## config.mk

```make
export PLATFORM = sky130hd
export DESIGN_NAME = ex_mem_skid_stage
export DESIGN_NICKNAME = d
export VERILOG_FILES = /design/src/rtl/ex_mem_pkg.sv /design/src/rtl/ex_mem_skid_stage_pipe_slot.sv /design/src/rtl/ex_mem_skid_stage.sv
export SDC_FILE = /design/constraint.sdc
export NUM_CORES = 1
export LEC_CHECK = 0
export CAP_MARGIN = 40
export CORE_UTILIZATION = 55
export DETAILED_ROUTE_END_ITERATION = 16
export DONT_BUFFER_PORTS = 1
export PLACE_DENSITY = 0.7
export SLEW_MARGIN = 20
export SYNTH_ARGS = -nofsm -noshare
export SYNTH_HDL_FRONTEND = slang
export SYNTH_HIERARCHICAL = 1
export SYNTH_SLANG_ARGS = --single-unit
```

## constraint.sdc

```tcl
create_clock -name clk -period 4.85 [get_ports clk]
set_input_delay 0.97 -clock clk [delete_from_list [all_inputs] [get_ports clk]]
set_output_delay 0.97 -clock clk [all_outputs]
set_load 0.02 [all_outputs]
```

## src/rtl/ex_mem_pkg.sv

```systemverilog
// EX/MEM stage shared definitions.
// Default widths, control bit positions and the beat layout.
package ex_mem_pkg;

  localparam int DATA_W = 10;
  localparam int ADDR_W = 3;
  localparam int CTRL_W = 3;

  localparam int CTRL_WB    = 0;
  localparam int CTRL_MEMWE = 1;
  localparam int CTRL_MEMRE = 2;

  typedef struct packed {
    logic [DATA_W-1:0] result;
    logic [DATA_W-1:0] store_data;
    logic [ADDR_W-1:0] rd_addr;
    logic [CTRL_W-1:0] ctrl;
  } beat_t;

endpackage

```

## src/rtl/ex_mem_skid_stage_pipe_slot.sv

```systemverilog
// One held beat plus its valid bit.
// Clear wins over load; data holds when the slot goes invalid.
module pipe_slot #(
  parameter int W = 26
) (
  input  logic         clk,
  input  logic         rst_n,
  input  logic         load,
  input  logic         clear,
  input  logic [W-1:0] d,
  output logic         valid,
  output logic [W-1:0] q
);

  always_ff @(posedge clk or negedge rst_n) begin
    if (!rst_n) begin
      valid <= 1'b0;
      q     <= '0;
    end else if (clear) begin
      valid <= 1'b0;
    end else if (load) begin
      valid <= 1'b1;
      q     <= d;
    end
  end

endmodule

```

## src/rtl/ex_mem_skid_stage.sv

```systemverilog
// Elastic EX/MEM stage: main slot M feeds MEM, skid slot S
// absorbs one beat so in_ready is a plain register.
module ex_mem_skid_stage #(
  parameter int DATA_W      = ex_mem_pkg::DATA_W,
  parameter int ADDR_W      = ex_mem_pkg::ADDR_W,
  parameter int CTRL_W      = ex_mem_pkg::CTRL_W,
  parameter int STALL_CNT_W = 16
) (
  input  logic                   clk,
  input  logic                   reset,
  input  logic                   flush,
  input  logic                   in_valid,
  output logic                   in_ready,
  input  logic [DATA_W-1:0]      in_result,
  input  logic [DATA_W-1:0]      in_store_data,
  input  logic [ADDR_W-1:0]      in_rd_addr,
  input  logic [CTRL_W-1:0]      in_ctrl,
  output logic                   out_valid,
  input  logic                   out_ready,
  output logic [DATA_W-1:0]      out_result,
  output logic [DATA_W-1:0]      out_store_data,
  output logic [ADDR_W-1:0]      out_rd_addr,
  output logic [CTRL_W-1:0]      out_ctrl,
  output logic                   fwd_valid,
  output logic [ADDR_W-1:0]      fwd_rd_addr,
  output logic [DATA_W-1:0]      fwd_data,
  output logic [1:0]             occupancy,
  output logic [STALL_CNT_W-1:0] stall_cycles
);
  import ex_mem_pkg::*;

  localparam int BW = 2*DATA_W + ADDR_W + CTRL_W;

  logic [BW-1:0] in_beat;
  logic [BW-1:0] m_d;
  logic [BW-1:0] m_q;
  logic [BW-1:0] s_q;
  logic          m_valid;
  logic          s_valid;
  logic          m_load;
  logic          m_clr;
  logic          s_load;
  logic          s_clr;
  logic          in_fire;
  logic          out_fire;
  logic          m_free;

  assign in_beat = {in_result, in_store_data, in_rd_addr, in_ctrl};

  assign in_ready = ~s_valid;
  assign in_fire  = in_valid & in_ready;
  assign out_fire = m_valid & out_ready;
  assign m_free   = ~m_valid | out_fire;

  // S always drains into M first to keep FIFO order.
  always_comb begin
    m_load = 1'b0;
    m_clr  = 1'b0;
    s_load = 1'b0;
    s_clr  = 1'b0;
    m_d    = s_valid ? s_q : in_beat;
    if (flush) begin
      m_clr = 1'b1;
      s_clr = 1'b1;
    end else if (m_free) begin
      m_load = s_valid | in_fire;
      m_clr  = ~s_valid & ~in_fire;
      s_load = s_valid & in_fire;
      s_clr  = s_valid & ~in_fire;
    end else begin
      s_load = in_fire;
    end
  end

  pipe_slot #(.W(BW)) u_m (
    .clk   (clk),
    .rst_n (reset),
    .load  (m_load),
    .clear (m_clr),
    .d     (m_d),
    .valid (m_valid),
    .q     (m_q)
  );

  pipe_slot #(.W(BW)) u_s (
    .clk   (clk),
    .rst_n (reset),
    .load  (s_load),
    .clear (s_clr),
    .d     (in_beat),
    .valid (s_valid),
    .q     (s_q)
  );

  assign out_valid = m_valid;
  assign {out_result, out_store_data, out_rd_addr, out_ctrl} = m_q;

  assign fwd_valid   = m_valid & out_ctrl[CTRL_WB];
  assign fwd_rd_addr = out_rd_addr;
  assign fwd_data    = out_result;

  assign occupancy = {1'b0, m_valid} + {1'b0, s_valid};

  always_ff @(posedge clk or negedge reset) begin
    if (!reset) begin
      stall_cycles <= '0;
    end else if (m_valid && !out_ready && !(&stall_cycles)) begin
      stall_cycles <= stall_cycles + 1'b1;
    end
  end

endmodule

```

# --- Word level (Yosys, flattened, before mapping) ---
# Cells that the tools add are included.
word_totals:
  latch_bits: 0
  mem_bits_ro: 0
  ramBits: 0
  ff_bits: 70
  n_memories: 0
classes:
  n_div: 0
  add_sub_neg: 2
  multipliers: 0
  reduce_logical: 9
  n_eq_ne: 0
  shifts: 0
  magnitude_cmp: 0
  bitwise: 13
  mux: 13
op_table:
  columns: ["operator", "count"]
  rows:
  - ["$mux 26", 1]
  - ["$add 16x1->16 const B", 1]
  - ["$reduce_and 16->1", 1]
  - ["$mux 1", 12]
  - ["$and 1x1->1", 6]
  - ["$not 1->1", 5]
  - ["$reduce_and 2->1", 2]
  - ["$reduce_bool 2->1", 2]
  - ["$add 1x1->2", 1]
  - ["$logic_and 1x1->1", 2]
  - ["$logic_not 1->1", 2]
  - ["$or 1x1->1", 2]

# --- Depth between registers and ports, before layout ---
logic_depth:
  depth_word: 8
  ltp_mapped: 7
  depth_no_buf: 5

# --- By module ---
# The synthesis kept the hierarchy.
by_module_without_submodules:
  columns: ["mod", "area_per_inst_um2", "cells_per_inst", "n_inst", "seq_area_each_um2"]
  rows:
  - ["pipe_slot", 1116.1, 59, 2, 675.6]
  - ["ex_mem_skid_stage", 1316.3, 126, 1, 400.4]

# --- Worst setup path after synthesis ---
# Ideal clock, no wire load.
synth_timing:
  path_kind: "input to register"
  startpoint: "input port out_ready"
  endpoint: "register u_s.q[10]"
  t_required_ps: 4725
  stages: 7
  t_arrival_ps: 2359
  setup_slack_ps: 2365
  n_path_buf: 3
  setup_ps: 125
  path_cell_list: "nand2b_1 buf_2 nor4b_1 nor2b_4 buf_6 buf_12 mux2_4"
synth_between:
  word_cells_on_any_way: 8
  classes_between: "mux (4); bitwise (3); reduce/logical (1)"
synth_rtl:
  columns: ["element", "line", "rtl"]
  rows:
  - ["from (decl)", "ex_mem_skid_stage.sv:19", "input logic out_ready,"]
  - ["$and 1x1->1", "ex_mem_skid_stage.sv:52", "assign out_fire = m_valid & out_ready;"]
  - ["$or 1x1->1", "ex_mem_skid_stage.sv:53", "assign m_free = ~m_valid | out_fire;"]
  - ["$mux 1", "ex_mem_skid_stage.sv:65", "end else if (m_free) begin"]
  - ["$mux 1", "ex_mem_skid_stage.sv:62", "if (flush) begin"]
  - ["via s_load", "ex_mem_skid_stage.sv:42", "logic s_load;"]
  - ["$reduce_and 2->1 (no source line)", null, null]
  - ["to (signal assigned)", "ex_mem_skid_stage_pipe_slot.sv:18", "q <= '0;"]
  - ["to (signal assigned)", "ex_mem_skid_stage_pipe_slot.sv:23", "q <= d;"]
  - ["to (decl)", "ex_mem_skid_stage_pipe_slot.sv:12", "output logic [W-1:0] q"]
# The timed path passes the listed nets, and every way through them passes these cells.
# A chain may end at the register's enable or synchronous reset.

# --- Worst setup path in the final report ---
layout_timing:
  startpoint: "input port out_ready"
  endpoint: "register u_s.q[11]"
# The elaborated chain is that of the path after synthesis.

==> results.tsv <==
metric	value	unit
cp-start-kind	input pin	
synth_cell_types	38	
firstDrtPassIters	4	
antenna_cells	0	
stdcell_count	314	
post-dp-hpwl	3909	um
syn_area	0.003548	mm2
antenna_found_initial	0	
powerDensity	405.8	mW/mm2
crit_type	in2reg	
pin_count	91	
slew_headroom	53.92	%
start_util	58.55	%
max_freq	385.8	MHz
switchingPower	0.4532	mW
hold_path_class	in2async	
p_seq_share	58.2	%
synth_edf_count	0	
clock_sinks	70	
clkPwrFrac	31.2	%
die_y	82.32	um
wl	5790	um
htree_levels	3	
ir_drop	274.5	uV
port_buffers	0	
syn2layout_area_growth	3.526	%
cp_top_family	simple AND/OR/NAND/NOR gates	
path_cells	nand2b_1, nor4b_1, nor2b_4, buf_16, mux2_4	
final_common_cell	dfrtp_1	
final_net_count	267	
seq_area_frac_synth	49.37	%
clk_pin_slew	80	ps
dieArea	0.006777	mm2
clockBufferDepth	2	
hold_viol	0	
slew_violations	0	
tightest_slew	691.3	ps
layout_common_cells	dfrtp_1, mux2_4, mux2_2, xnor2_1, clkbuf_8	
cellLeakagePower	1.626	nW
worstPathArrival	2820	ps
comb_power_share	10.6	%
ys_warn_count	6	
overflow	0	
grt_pass1_wl	9025	um
synthesis.nets	277	
numCtsBuffers	9	
p_int	1.037	mW
multiInputGateArea	0.001563	mm2
place_inst	298	
crit_fanout	15	
place_congestion	0.7586	
worstSkewPairLatency	340	ps
fillerInstances	461	
drtIter0Drc	97	
end_kind	flip-flop	
cts_tree	done	
cp_slowest_cell	nor2b_4	
critPathBufInv	1	
die_w	82.32	um
async_reset_ff_share	100.0	%
drive_above_1_share	45.19	%
wire_per_inst	18.44	um
required	5070	ps
row_count	28	
cts_resized	0	
finalCritPeriodShare	53.44	%
cts_hold_buffers	0	
fin_setup_tns	0	ps
vias	1815	
syn_avg_cell_area	14.54	um2
swShare	30.40	%
maxCapViolCount	0	
finalCriticalPeriod	2592	ps
fin_skew	11.88	ps
grt_max_degree	71	
detail-route-antenna-nets	0	
ys.flop_type	dfrtp_1	
drc	0	
synth_cells	244	
status	completed	
root_buffer	clkbuf_8	
coreArea	0.006061	mm2
vias_per_cell	5.780	
finalSetupViolations	0	
slowest_delay	510	ps
seq_area	0.001752	mm2
synth_seq_cells	70	
post_cts_buffers	0	
first_global_vias	1866	
rsz0062_at_grt	false	
grtUsageTotal	18.46	%
-- synth_stat cells, drive strengths merged (2+ instances only) --
cell type,instances,area (um2)
mux2,80,1055
dfrtp,70,1752
buf,23,226.5
xnor2,11,96.34
nor2,9,33.78
nand3,8,40.04
nand4,7,43.79
nand2,6,30.03
nor3,4,36.29
and4,3,27.53
nor2b,3,33.79
a21o,2,15.01
and3,2,15.01
ha,2,25.02
-- sequential cells by signal (all words and copies together) (netlist names) --
signal / flops
u_s/valid: 1
u_m/q: 26
stall_cycles: 16
u_m/valid: 1
u_s/q: 26
-- power groups by stage --
stage                     clock network (mW)  registers [mW]  logic, mW
final                                  0.464           0.868      0.158
after global routing                   0.502           0.884      0.170
after CTS                              0.480           0.870      0.159
after detailed placement                   0           0.880      0.159
after global placement                     0           0.878      0.150
after floorplan                            0           0.822      0.219
-- area by class of cell --
class | count | share of cell area [%]
Clock buffer | 10 | 3.747
Clock inverter | 6 | 1.669
Inverter | 1 | 0.1022
Multi-Input combinational cell | 149 | 42.54
Sequential cell | 70 | 47.68
Tap cell | 75 | 2.554
Timing Repair Buffer | 3 | 1.703
-- layer usage --
metal / GRT usage [%] / routed length, um / vias to the layer above
met5: 0 / 0 / -
met4: 9.474 / 114 / 0
met3: 7.253 / 378 / 11
met2: 28.10 / 2726 / 52
met1: 22.61 / 2571 / 915
li1: - / - / 837
-- cell families (layout without fill, tap and decap cells) --
family,count (synthesis),count (layout),share of synthesized area [%]
buf+inv,25,20,6.593
compound gates,9,9,2.503
mux,80,80,29.72
flops,70,70,49.37
simple gates,46,46,8.146
fa+ha+maj,2,2,0.7051
xor+xnor,12,12,2.962
-- worst paths after layout --
check,start,endpoint,slack [ps],cells after the start
worst max-delay path,out_ready,u_s/q[11]$_DFFE_PN0P_,2260,5
worst max register to register,u_m/valid$_DFFE_PN0P_,u_s/q[11]$_DFFE_PN0P_,2320,5
max in group asynchronous,reset,u_s/valid$_DFFE_PN0P_,4410,0
worst min register to register,u_s/q[23]$_DFFE_PN0P_,u_s/q[23]$_DFFE_PN0P_,510,1
min in group clk,u_s/q[23]$_DFFE_PN0P_,u_s/q[23]$_DFFE_PN0P_,510,1
worst min-delay path,reset,stall_cycles[6]$_DFFE_PN0P_,310,0
-- metrics by stage --
step / utilization, % / hold WS [ps] / area (um2) / worst slack [ps] / power, mW
floorplan: - / 474.9 / 3548 / 2365 / 1.041
global placement: 56.42 / 485.3 / 3420 / 1694 / 1.028
detailed placement: 57.33 / 488.4 / 3475 / 1850 / 1.039
CTS: 60.61 / 297.9 / 3674 / 2227 / 1.509
global route: 60.61 / 290.4 / 3674 / 2091 / 1.556
finish: 60.61 / 312.2 / 3674 / 2258 / 1.491
Power figures use the tool's default switching activity.
